**src/rtl/conv_pkg.sv**
```systemverilog
// Shared constants and types for the conv accelerator's BRAM arbitration logic.
package conv_pkg;

    localparam int N_REQ_DEF  = 4;
    localparam int AW_DEF     = 32;
    localparam int DW_DEF     = 32;
    localparam int STRB_W_DEF = DW_DEF / 8;

    // ID field is sized for the largest supported requester count so one entry type fits every instance.
    localparam int N_REQ_MAX  = 8;
    localparam int ID_W       = $clog2(N_REQ_MAX);

    typedef struct packed {
        logic            vld;
        logic [ID_W-1:0] id;
    } rsp_ent_t;

    function automatic int strb_w(input int dw);
        return dw / 8;
    endfunction

endpackage

```
**src/rtl/conv_bram_arb_rr_pick.sv**
```systemverilog
// Combinational round-robin picker: first eligible index at or above ptr, wrapping.
module rr_pick #(
    parameter int N  = 4,
    parameter int IW = $clog2(N)
) (
    input  logic [N-1:0]  elig_i,
    input  logic [IW-1:0] ptr_i,
    output logic [N-1:0]  gnt_o,
    output logic [IW-1:0] idx_o,
    output logic          any_o
);

    int j;

    always_comb begin
        gnt_o = '0;
        idx_o = '0;
        any_o = 1'b0;
        j     = 0;
        for (int k = 0; k < N; k++) begin
            j = int'(ptr_i) + k;
            if (j >= N) begin
                j = j - N;
            end
            if (!any_o && elig_i[j]) begin
                any_o    = 1'b1;
                gnt_o[j] = 1'b1;
                idx_o    = IW'(j);
            end
        end
    end

endmodule

```
**src/rtl/conv_bram_arb.sv**
```systemverilog
// Round-robin arbiter sharing one single-port BRAM among N requesters, with burst
// locking and read-data routing back to the issuer after a fixed latency.
module conv_bram_arb
    import conv_pkg::*;
#(
    parameter int N_REQ  = N_REQ_DEF,
    parameter int AW     = AW_DEF,
    parameter int DW     = DW_DEF,
    parameter int RD_LAT = 1
) (
    input  logic                    clk,
    input  logic                    rst,
    input  logic [N_REQ-1:0]        req_valid,
    output logic [N_REQ-1:0]        req_ready,
    input  logic [N_REQ-1:0]        req_lock,
    input  logic [N_REQ*AW-1:0]     req_addr,
    input  logic [N_REQ*DW/8-1:0]   req_wstrb,
    input  logic [N_REQ*DW-1:0]     req_wdata,
    output logic [N_REQ-1:0]        rsp_valid,
    output logic [DW-1:0]           rsp_data,
    output logic                    M_en,
    output logic [AW-1:0]           M_addr,
    output logic [DW/8-1:0]         M_W_req,
    output logic [DW-1:0]           M_W_data,
    input  logic [DW-1:0]           M_R_data
);

    localparam int IW = $clog2(N_REQ);
    localparam int SW = strb_w(DW);

    logic [IW-1:0] ptr_q, ptr_d;
    logic [IW-1:0] owner_q, owner_d;
    logic          lock_q, lock_d;
    rsp_ent_t      pipe_q [RD_LAT];

    logic [N_REQ-1:0] owner_oh, elig, pick_gnt;
    logic [IW-1:0]    pick_idx;
    logic             pick_any, xfer;
    logic [SW-1:0]    sel_strb;
    rsp_ent_t         push, head;

    function automatic logic [IW-1:0] next_ptr(input logic [IW-1:0] p);
        return (p == IW'(N_REQ - 1)) ? '0 : p + 1'b1;
    endfunction

    // While a lock is held only the owner may be granted; everyone else stalls.
    assign owner_oh = N_REQ'(1) << owner_q;
    assign elig     = lock_q ? (req_valid & owner_oh) : req_valid;

    rr_pick #(.N(N_REQ), .IW(IW)) u_pick (
        .elig_i (elig),
        .ptr_i  (ptr_q),
        .gnt_o  (pick_gnt),
        .idx_o  (pick_idx),
        .any_o  (pick_any)
    );

    assign xfer      = rst && pick_any;
    assign req_ready = rst ? pick_gnt : '0;

    assign sel_strb = req_wstrb[pick_idx*SW +: SW];
    assign M_en     = xfer;
    assign M_addr   = req_addr[pick_idx*AW +: AW];
    assign M_W_data = req_wdata[pick_idx*DW +: DW];
    assign M_W_req  = xfer ? sel_strb : '0;

    assign push.vld = xfer && (sel_strb == '0);
    assign push.id  = ID_W'(pick_idx);
    assign head     = pipe_q[RD_LAT-1];

    always_comb begin
        rsp_valid = '0;
        for (int i = 0; i < N_REQ; i++) begin
            rsp_valid[i] = rst && head.vld && (head.id == ID_W'(i));
        end
    end

    assign rsp_data = M_R_data;

    always_comb begin
        lock_d  = lock_q;
        owner_d = owner_q;
        ptr_d   = ptr_q;
        if (xfer) begin
            if (req_lock[pick_idx]) begin
                lock_d  = 1'b1;
                owner_d = pick_idx;
            end else begin
                lock_d = 1'b0;
                ptr_d  = next_ptr(pick_idx);
            end
        end else if (lock_q && !req_valid[owner_q]) begin
            lock_d = 1'b0;
            ptr_d  = next_ptr(owner_q);
        end
    end

    always_ff @(posedge clk) begin
        if (!rst) begin
            ptr_q   <= '0;
            owner_q <= '0;
            lock_q  <= 1'b0;
            for (int i = 0; i < RD_LAT; i++) begin
                pipe_q[i] <= '0;
            end
        end else begin
            ptr_q     <= ptr_d;
            owner_q   <= owner_d;
            lock_q    <= lock_d;
            pipe_q[0] <= push;
            for (int i = 1; i < RD_LAT; i++) begin
                pipe_q[i] <= pipe_q[i-1];
            end
        end
    end

endmodule

```
**config.mk**
```make
export PLATFORM = sky130hd
export DESIGN_NAME = conv_bram_arb
export DESIGN_NICKNAME = d
export VERILOG_FILES = /design/src/rtl/conv_pkg.sv /design/src/rtl/conv_bram_arb_rr_pick.sv /design/src/rtl/conv_bram_arb.sv
export SDC_FILE = /design/constraint.sdc
export NUM_CORES = 1
export LEC_CHECK = 0
export CORE_AREA = 4 4 160 162
export DETAILED_ROUTE_END_ITERATION = 8
export DIE_AREA = 0 0 164 166
export HOLD_SLACK_MARGIN = 0.03
export PLACE_DENSITY = 0.45
export SYNTH_ARGS = -nofsm -noshare
export SYNTH_HDL_FRONTEND = slang
export SYNTH_HIERARCHICAL = 1
export SYNTH_SLANG_ARGS = --single-unit
```
**constraint.sdc**
```tcl
create_clock -name clk -period 5.25 [get_ports clk]
set_input_delay 0.525 -clock clk [delete_from_list [all_inputs] [get_ports clk]]
set_output_delay 0.525 -clock clk [all_outputs]
set_load 0.1 [all_outputs]
```
==> implementation parameters, run 1 <==
Parameter                              Value

Status
  Run status    finished, final reports clean

Detailed routing
  First-iteration detailed-routing DRC count    slightly below 100
  Routed length on met2    between 10 and 15 mm
  Antenna violation net count after detailed routing    0
  Vias after detailed routing    roughly 3500
  Routed metal-1 wirelength    around 6 mm
  Routed WL per cell    approximately 21 µm
  Number of iterations in the first detailed-routing pass    4
  Average via count per standard cell    4.03
  Met3 routed WL    about 1.8 mm
  Top layer reached by signal wires    met4
  Number of DRC violations after detailed routing    0
  Total detailed-routing wirelength    18.3 mm

Die
  Die Height    about 170 µm
  Die Outline Area    27200 µm²
  Row count    57
  Initial Util    0.120
  Ports    approximately 420
  Die W    between 150 and 200 µm
  Core region area    24100 µm²

Yosys
  EDFF count, synth    0
  Net Count, Synth    559
  Share of async-settable or async-resettable flops after synthesis    0
  Synth warnings    6
  Synthesized netlist cell count    around 230
  Part of the Yosys area used for sequential elements    0.0555
  Top cell types by occurrence after synthesis    sky130_fd_sc_hd__mux4_2, sky130_fd_sc_hd__buf_4, sky130_fd_sc_hd__ha_1
  Post-synthesis cell area    a little under 3000 µm²
  Number of synthesized register bits    8
  Count of unique library cells instantiated by Yosys    34
  Predominant post-synthesis flop cell    sky130_fd_sc_hd__dfxtp_1
  Post-synth top area cell    sky130_fd_sc_hd__mux4_2
  Synth area leaders    sky130_fd_sc_hd__mux4_2, sky130_fd_sc_hd__buf_4, sky130_fd_sc_hd__ha_1, sky130_fd_sc_hd__dfxtp_1, sky130_fd_sc_hd__mux4_1
  Yosys top cell area share    0.546
  Mean instance size in the synthesized netlist    12.4 µm²
  Most instantiated library cell after synthesis    sky130_fd_sc_hd__mux4_2

Clock tree
  Deepest level of the CTS H-tree    1
  Cts bufs inserted    3
  Post-cts repair resize count    0
  Clock tree buffer depth    2
  Hold buffer count at cts    0
  Number of clock sinks    8
  TritonCTS clock tree    yes
  Latest clock arrival within the worst-skew pair    roughly 0.24 ns
  Register clock-pin slew on the reported worst setup and hold paths    0.04 ns
  Setup Fix Bufs, Post-CTS    0
  Cell at the root of the clock tree    sky130_fd_sc_hd__clkbuf_16

Place
  Count of buffers inserted at the top-level ports    about 360
  DPL Wire Length    between 15 and 20 mm
  Post-placement setup slack    around 0.74 ns
  Final GP Congestion    roughly 0.8
  Post-Place Cells    between 800 and 900

Setup path
  Buffer and inverter count on the worst path    4
  Kind of cell with the highest combined delay on the critical path    multiplexers
  Cell with the largest stage delay on the worst path    sky130_fd_sc_hd__mux4_1
  Series of cell instances along the critical path    inv_1, ha_1, inv_1, a21boi_0, mux4_1, nor2b_1, nor2_1, o31ai_4, buf_4, mux4_2, and2_1, buf_4
  Worst Path Required    ~4.7 ns
  Startpoint type of the worst setup path    flop
  Data arrival at the endpoint of the critical path    ~4.0 ns
  Worst R2R End    pipe_q[0][2]$_SDFF_PN0_
  RR Startpoint    owner_q[0]$_SDFFE_PN0P_
  Crit path capture    M_W_req[0]
  Critical Path Max Stage Delay    roughly 0.68 ns
  CP Capture Type    primary output
  Cell depth of the worst setup path    12
  Number of cells on the worst reg-to-reg path    12
  Register-to-register path setup slack    around 1.2 ns
  Peak fanout along the critical path    9
  Worst setup path start    owner_q[0]$_SDFFE_PN0P_
  Type of the worst setup path    reg -> out

STA
  Crit share post-route    0.862
  Unrepaired setup endpoints after global routing    no
  Shortest period the worst path allows    around 4.5 ns
  Worst Tran Pin Value    0.971 ns
  Final hold violations    0
  Post-route clock skew    roughly 0.0025 ns
  Setup TNS after final layout    0 ns
  Pins over their slew limit    0
  Maximum clock frequency    roughly 220 MHz
  Least setup slack across all paths after layout    roughly 0.72 ns
  Worst-case headroom to the max-slew limit    0.350
  # setup viols final    0

Global route
  Number of global-route vias before repair    roughly 4200
  Initial antenna violation count    0
  First-pass GRT wire length    roughly 27 mm
  Overflow after GRT    0
  Total routing resource utilization after global routing    0.127
  Largest net degree at the start of global routing    37

Final layout
  Cell Count, Final, Fillers Out    roughly 870
  Final-layout fill cell count    around 2500
  Area Overhead vs Synth    137%
  Fraction of final layout cells with drive strength greater than 1    0.293
  Utilization after layout    0.284
  Diodes inserted    0
  Number of nets at the end of the flow    879

Worst hold path
  Hold path depth    2
  Worst Hold Class    reg -> reg

Job
  Maximum capacitance violations    0
through the flow:
stage / hold slack (ns) / area [µm²]
2_1_floorplan: 0.488 / 2890
3_3_place_gp: 0.532 / 6770
3_5_place_dp: 0.540 / 6770
4_1_cts: 0.548 / 6850
5_1_grt: 0.580 / 6850
6_report: 0.546 / 6850
how the worst min path moves through the flow:
stage                                        from                      end  slack, ns
final                     owner_q[1]$_SDFFE_PN0P_  owner_q[1]$_SDFFE_PN0P_       0.55
after global routing      owner_q[1]$_SDFFE_PN0P_  owner_q[1]$_SDFFE_PN0P_       0.58
after CTS                 owner_q[1]$_SDFFE_PN0P_  owner_q[1]$_SDFFE_PN0P_       0.55
after detailed placement      lock_q$_SDFFE_PN0P_      lock_q$_SDFFE_PN0P_       0.54
after global placement    owner_q[1]$_SDFFE_PN0P_  owner_q[1]$_SDFFE_PN0P_       0.53
after floorplan           owner_q[1]$_SDFFE_PN0P_  owner_q[1]$_SDFFE_PN0P_       0.49
worst min-delay path: stages, from the launching register on:
cell and delay (ns):
sky130_fd_sc_hd__dfxtp_1 0.35, sky130_fd_sc_hd__nand2_1 0.08, sky130_fd_sc_hd__mux2i_1 0.06
placed cells by master, fill, tap and decap left out, drive strengths merged:
cell type and n:
a21boi 4, a22oi 8, a311oi 1, a32o 1
and2 10, and2b 1, and4 1, buf 82
clkbuf 3, clkdlybuf4s50 285, clkinv 1, dfxtp 8
ha 13, inv 11, mux2 2, mux2i 7
mux4 73, nand2 8, nand2b 3, nand4b 1
nor2 4, nor2b 1, nor3 5, nor3b 3
nor4 1, nor4b 1, o211ai 3, o21ai 6
o221ai 1, o31ai 1, or4 1
cell families (layout without fill, tap and decap cells):
| kind of cell | after synthesis | after routing | share of synthesized area |
|---|---|---|---|
| flops | 8 | 8 | 0.0555 |
| compound gates | 25 | 25 | 0.0616 |
| fa+ha+maj | 13 | 13 | 0.0564 |
| buf+inv | 64 | 382 | 0.137 |
| mux | 82 | 82 | 0.606 |
| simple gates | 40 | 40 | 0.0845 |
metal layers:
layer,GRT usage,vias to the layer above
li1,-,1565
met1,0.129,1739
met2,0.250,193
met3,0.0457,22
met4,0.0168,0
met5,0,-
cell type report:
cell class / instances / area [µm²] / share of cell area
clock buffer: 3 / 75.1 / 0.0110
inverter: 12 / 45.0 / 0.00658
multi-input combinational: 160 / 2360 / 0.344
sequential: 8 / 160 / 0.0234
tap: 324 / 405 / 0.0592
timing repair buffer: 367 / 3810 / 0.556
registers in the layout, indices dropped and copies added, names as in the netlist:
name	cells
pipe_q	3
owner_q	2
ptr_q	2
lock_q	1
Power of run 1 is not shown: default switching activity piles up to over one toggle a cycle in this logic, so the estimate is an artifact.
==> run 2: changes to the inputs <==
CORE_AREA = 4 4 164 166   (was 4 4 160 162)
DIE_AREA = 0 0 168 170   (was 0 0 164 166)
clock period = 3.76 ns   (was 5.25 ns; I/O delays follow)
==> run 2 against run 1 <==
Against the previous run:
- sequential share of layout area down 0.18 points
- via count increased by 7.4%
- count of clock-buffer cells in the layout unchanged
- non-clock buffer count rose by 38
==> implementation parameters, run 2 (synthesized netlist as in run 1, its figures left out) <==
Parameter                              Value

Status
  Run status    finished, final reports clean

Global route
  Largest net degree at the start of global routing    41 (+11%)
  Number of global-route vias before repair    4169 (-0.22%)
  Overflow after GRT    0 (unchanged)
  First-pass GRT wire length    28.4 mm (+7.3%)
  Total routing resource utilization after global routing    0.132 (+0.00501)
  Initial antenna violation count    3 (+3)

Clock tree
  Deepest level of the CTS H-tree    1 (unchanged)
  Cell at the root of the clock tree    sky130_fd_sc_hd__clkbuf_16
  Cts bufs inserted    3 (unchanged)
  Register clock-pin slew on the reported worst setup and hold paths    0.04 ns (about the same)
  Number of clock sinks    8 (unchanged)
  TritonCTS clock tree    yes
  Latest clock arrival within the worst-skew pair    0.24 ns (about the same)
  Clock tree buffer depth    2 (unchanged)
  Hold buffer count at cts    0 (unchanged)

Die
  Die Height    170 µm (+2.4%)
  Core region area    25600 µm² (+6.3%)
  Ports    423 (unchanged)
  Die W    168 µm (+2.4%)
  Die Outline Area    28600 µm² (+4.9%)
  Row count    59 (+3.5%)
  Initial Util    0.113 (-0.00706)

Setup path
  Type of the worst setup path    in -> out
  Peak fanout along the critical path    6 (-3)
  Startpoint type of the worst setup path    primary input
  Worst Path Required    3.38 ns (-1.34 ns)
  Number of cells on the worst reg-to-reg path    13 (+1)
  CP Capture Type    primary output
  Data arrival at the endpoint of the critical path    3.33 ns (-0.67 ns)

Final layout
  Most frequent cells in the layout    sky130_fd_sc_hd__clkdlybuf4s50_1, sky130_fd_sc_hd__buf_12, sky130_fd_sc_hd__mux4_2
  Largest registers ranked by flip-flop count    pipe_q: 3 flops, owner_q: 2 flops, ptr_q: 2 flops
  Post-route cell area    7930 µm² (+16%)
  Fraction of final layout cells with drive strength greater than 1    0.384 (+0.0916)
  Max FFs per register    3 (unchanged)
  Utilization after layout    0.310 (+0.0255)
  Number of nets at the end of the flow    917 (+4.3%)
  Commonest non-fill, non-tap cell in the layout    sky130_fd_sc_hd__clkdlybuf4s50_1
  Register with the highest flop count    pipe_q
  Area Overhead vs Synth    175%

Detailed routing
  Average via count per standard cell    4.09 (+1.6%)
  Number of iterations in the first detailed-routing pass    4 (unchanged)
  Vias after detailed routing    3781 (+7.4%)
  Routed WL per cell    22.6 µm (+7.6%)
  First-iteration detailed-routing DRC count    188 (+94%)
  Total detailed-routing wirelength    20.8 mm (+14%)
  Antenna violation net count after detailed routing    0 (unchanged)
  Number of DRC violations after detailed routing    0 (unchanged)

STA
  Maximum clock frequency    between 200 and 300 MHz
  Shortest period the worst path allows    3.71 ns
  Crit share post-route    0.985
  Hold Slack    0.510 ns (-0.0355 ns)
  Worst-case headroom to the max-slew limit    0.729 (+0.378)
  # setup viols final    0 (unchanged)
  Pins over their slew limit    0 (unchanged)
  Worst Tran Pin Value    0.406 ns (-0.565 ns)
  Post-route clock skew    0.00422 ns (+0.00171 ns)
  Unrepaired setup endpoints after global routing    yes
  Final hold violations    0 (unchanged)

Worst hold path
  Hold path depth    2 (unchanged)
  Worst Hold Class    reg -> reg

Place
  Count of buffers inserted at the top-level ports    358 (unchanged)
  Final GP Congestion    0.928 (+16%)
  DPL Wire Length    18.7 mm (+13%)
  Post-placement cell area    7590 µm² (+12%)

Job
  Maximum capacitance violations    0 (unchanged)
-- run 2: cell count changes in the layout (fill, tap and decap cells not counted), moves of 4 or more --
cell	before	now
sky130_fd_sc_hd__inv_1	11	5
sky130_fd_sc_hd__buf_12	27	80
sky130_fd_sc_hd__a21boi_0	4	0
sky130_fd_sc_hd__clkdlybuf4s50_1	285	280
sky130_fd_sc_hd__buf_6	0	6
sky130_fd_sc_hd__buf_4	55	35
sky130_fd_sc_hd__inv_2	0	6
sky130_fd_sc_hd__ha_1	13	9
-- run 2: what timing repair did --
item	CTS	global route
setup endpoints to repair	69	65
resized for setup	9	41
pin swaps	0	5
hold endpoints to repair	0	0
setup buffers	0	15
gates cloned	0	0
-- run 2: area by class of cell --
type                       instances  area [µm²]
clock buffer                       3        75.1
antenna                            1        2.50
timing repair buffer             405        4790
multi-input combinational        160        2420
fill                            2566       17700
sequential                         8         171
inverter                          12        46.3
tap                              335         419
-- run 2: metal layers --
| layer | vias to the layer above | wire length, µm | part of all wire | GRT usage |
|---|---|---|---|---|
| li1 | 1647 | - | - | - |
| met1 | 1893 | 7560 | 0.36 | 0.154 |
| met2 | 206 | 10900 | 0.52 | 0.236 |
| met3 | 29 | 1950 | 0.094 | 0.0455 |
| met4 | 6 | 399 | 0.019 | 0.0268 |
| met5 | - | 39 | 0.0019 | 0 |
-- run 2: worst max-delay path: stages --
cell and delay [ns]:
sky130_fd_sc_hd__clkdlybuf4s50_1 0.43, sky130_fd_sc_hd__a21boi_4 0.17, sky130_fd_sc_hd__mux4_2 0.57, sky130_fd_sc_hd__nor2b_2 0.15, sky130_fd_sc_hd__nor2_2 0.06, sky130_fd_sc_hd__o31ai_4 0.28
sky130_fd_sc_hd__buf_4 0.17, sky130_fd_sc_hd__buf_12 0.11, sky130_fd_sc_hd__buf_12 0.13, sky130_fd_sc_hd__buf_12 0.12, sky130_fd_sc_hd__mux4_2 0.54, sky130_fd_sc_hd__buf_12 0.19
-- run 2: final timing paths --
kind | to | slack, ns | from
setup / recovery | M_addr[5] | 0.05 | req_valid[2]
setup reg to reg | pipe_q[0][2]$_SDFF_PN0_ | 0.34 | owner_q[0]$_SDFFE_PN0P_
hold reg to reg | owner_q[1]$_SDFFE_PN0P_ | 0.51 | owner_q[1]$_SDFFE_PN0P_
hold / removal | owner_q[1]$_SDFFE_PN0P_ | 0.51 | owner_q[1]$_SDFFE_PN0P_
-- run 2: metrics by stage --
stage               setup slack [ns]  std cells  setup TNS, ns
finish                        0.0545        924              0
global route                 -0.0423        923         -0.758
CTS                          0.00693        908              0
detailed placement            -0.162        905          -3.61
global placement              -0.136        905          -2.41
floorplan                     0.0839        232              0
Power of run 2 is left out for the same reason.
==> run 3: changes to the inputs <==
CTS_CLUSTER_DIAMETER = 80   (was unset)
GPL_TIMING_DRIVEN = 0   (was unset)
==> run 3 against run 2 <==
Against the previous run:
- hold slack better by 0.0030 ns
- routed wire length grew 4.4%
- critical path depth down 2
- sequential share of layout area is essentially flat
- final area hardly changed
- count of clock-buffer cells in the layout did not move
- critical path type unchanged
==> implementation parameters, run 3 (synthesized netlist as in run 1, its figures left out) <==
Parameter                              Value

Final layout
  Register with the highest flop count    pipe_q
  Area Overhead vs Synth    175% (about the same)
  Post-route cell area    7940 µm² (about the same)
  Number of nets at the end of the flow    975 (+6.3%)
  Most frequent cells in the layout    sky130_fd_sc_hd__clkdlybuf4s50_1, sky130_fd_sc_hd__mux4_2, sky130_fd_sc_hd__buf_4
  Diodes inserted    0 (-1)
  Fraction of final layout cells with drive strength greater than 1    0.378 (-0.00664)
  Area of the multi-input gates    2410 µm² (-0.46%)
  Largest registers ranked by flip-flop count    pipe_q: 3 flops, owner_q: 2 flops, ptr_q: 2 flops
  Commonest non-fill, non-tap cell in the layout    sky130_fd_sc_hd__clkdlybuf4s50_1
  Final-layout fill cell count    2603 (+1.4%)
  Max FFs per register    3 (unchanged)
  FF+latch area    174 µm² (+1.5%)

Global route
  Overflow after GRT    0 (unchanged)
  First-pass GRT wire length    29.7 mm (+4.6%)
  Largest net degree at the start of global routing    11 (-73%)
  Initial antenna violation count    0 (-3)
  Number of global-route vias before repair    4422 (+6.1%)
  Total routing resource utilization after global routing    0.139 (+0.00649)

Place
  Count of buffers inserted at the top-level ports    390 (+8.9%)
  DPL Wire Length    19.2 mm (+2.4%)
  Post-placement cell area    7220 µm² (-4.9%)
  Final GP Congestion    0.910 (-1.9%)

STA
  # setup viols final    0 (unchanged)
  Crit share post-route    0.990 (+0.00485)
  Worst Tran Pin Value    1.10 ns (+0.692 ns)
  Worst-case headroom to the max-slew limit    0.266 (-0.463)
  Final hold violations    0 (unchanged)
  Post-route clock skew    0.00205 ns (-0.00217 ns)
  Hold Slack    0.513 ns (+0.00303 ns)
  Pins over their slew limit    0 (unchanged)
  Shortest period the worst path allows    3.72 ns (+0.0182 ns)
  Maximum clock frequency    269 MHz (-0.49%)

Detailed routing
  Average via count per standard cell    4.01 (-1.9%)
  Number of DRC violations after detailed routing    0 (unchanged)
  Total detailed-routing wirelength    21.8 mm (+4.4%)
  Number of iterations in the first detailed-routing pass    4 (unchanged)
  First-iteration detailed-routing DRC count    168 (-11%)
  Antenna violation net count after detailed routing    0 (unchanged)
  Vias after detailed routing    3938 (+4.2%)
  Routed WL per cell    22.2 µm (-1.7%)

Setup path
  Number of cells on the worst reg-to-reg path    12 (-1)
  Type of the worst setup path    in -> out
  Startpoint type of the worst setup path    primary input
  Worst Path Required    3.38 ns (about the same)
  CP Capture Type    primary output
  Data arrival at the endpoint of the critical path    3.35 ns (+0.02 ns)
  RR Startpoint    owner_q[0]$_SDFFE_PN0P_
  Register-to-register path setup slack    0.34 ns (about the same)
  Worst R2R End    pipe_q[0][2]$_SDFF_PN0_
  Peak fanout along the critical path    6 (unchanged)

Clock tree
  Deepest level of the CTS H-tree    1 (unchanged)
  TritonCTS clock tree    yes
  Latest clock arrival within the worst-skew pair    0.23 ns (about the same)
  Cell at the root of the clock tree    sky130_fd_sc_hd__clkbuf_16
  Hold buffer count at cts    0 (unchanged)
  Number of clock sinks    8 (unchanged)
  Register clock-pin slew on the reported worst setup and hold paths    0.04 ns (about the same)
  Clock tree buffer depth    2 (unchanged)
  Cts bufs inserted    3 (unchanged)

Die
  Initial Util    0.113 (unchanged)
  Die W    168 µm (unchanged)
  Core region area    25600 µm² (unchanged)
  Ports    423 (unchanged)
  Die Height    170 µm (unchanged)
  Die Outline Area    28600 µm² (unchanged)
  Row count    59 (unchanged)

Job
  Maximum capacitance violations    0 (unchanged)

Worst hold path
  Hold path depth    2 (unchanged)
  Source of the worst hold timing path    owner_q[1]$_SDFFE_PN0P_
  Worst Hold Class    reg -> reg
  End point of the worst hold path    owner_q[1]$_SDFFE_PN0P_

Status
  Run status    finished, final reports clean
run 3: layout make-up:
cell class | instances | share of cell area
plain buffers | 52 | 0.0687
clock buffers | 3 | 0.00946
repair buffers | 411 | 0.537
well taps | 335 | 0.0528
multi-input cells | 160 | 0.304
flip-flops and latches | 8 | 0.0219
inverters | 12 | 0.00631
run 3: worst max-delay path, stage by stage:
cell and delay (ns):
sky130_fd_sc_hd__clkdlybuf4s50_1 0.43, sky130_fd_sc_hd__a21boi_4 0.17, sky130_fd_sc_hd__mux4_2 0.52, sky130_fd_sc_hd__buf_6 0.15, sky130_fd_sc_hd__nor4b_4 0.31, sky130_fd_sc_hd__buf_4 0.19, sky130_fd_sc_hd__a22oi_1 0.06, sky130_fd_sc_hd__o21ai_0 0.11
sky130_fd_sc_hd__and2_1 0.16, sky130_fd_sc_hd__dlygate4sd2_1 0.86
run 3: metal layers:
metal	wire length (µm)	track usage	vias up
li1	-	-	1765
met1	7890	0.159	1948
met2	11800	0.263	205
met3	1700	0.0376	20
met4	337	0.0201	0
met5	0	0	-
run 3: stage by stage:
stage	utilization	setup slack (ns)	setup TNS, ns	instances
floorplan	-	0.0839	0	232
global placement	0.282	-1.80	-98.01	957
detailed placement	0.282	-1.92	-107.16	957
CTS	0.299	0.0178	0	971
global route	0.310	-0.000640	-0.000640	981
finish	0.310	0.0363	0	981
run 3: how the worst max path moves through the flow:
stage                                        from      endpoint  depth (start not counted)
after global routing      owner_q[1]$_SDFFE_PN0P_  req_ready[3]                         12
final                                req_valid[2]  req_ready[3]                         10
after CTS                            req_valid[1]   M_W_data[2]                         12
after global placement               req_valid[3]   M_W_data[2]                         11
after detailed placement             req_valid[3]   M_W_data[2]                         11
after floorplan           owner_q[0]$_SDFFE_PN0P_   M_W_data[0]                         10
run 3: timing repair:
action | CTS | global route
setup endpoints to repair | 74 | 71
cloned | 2 | 3
resized for setup | 535 | 51
setup buffers | 9 | 7
pin swaps | 2 | 3
Power of run 3 is left out for the same reason.
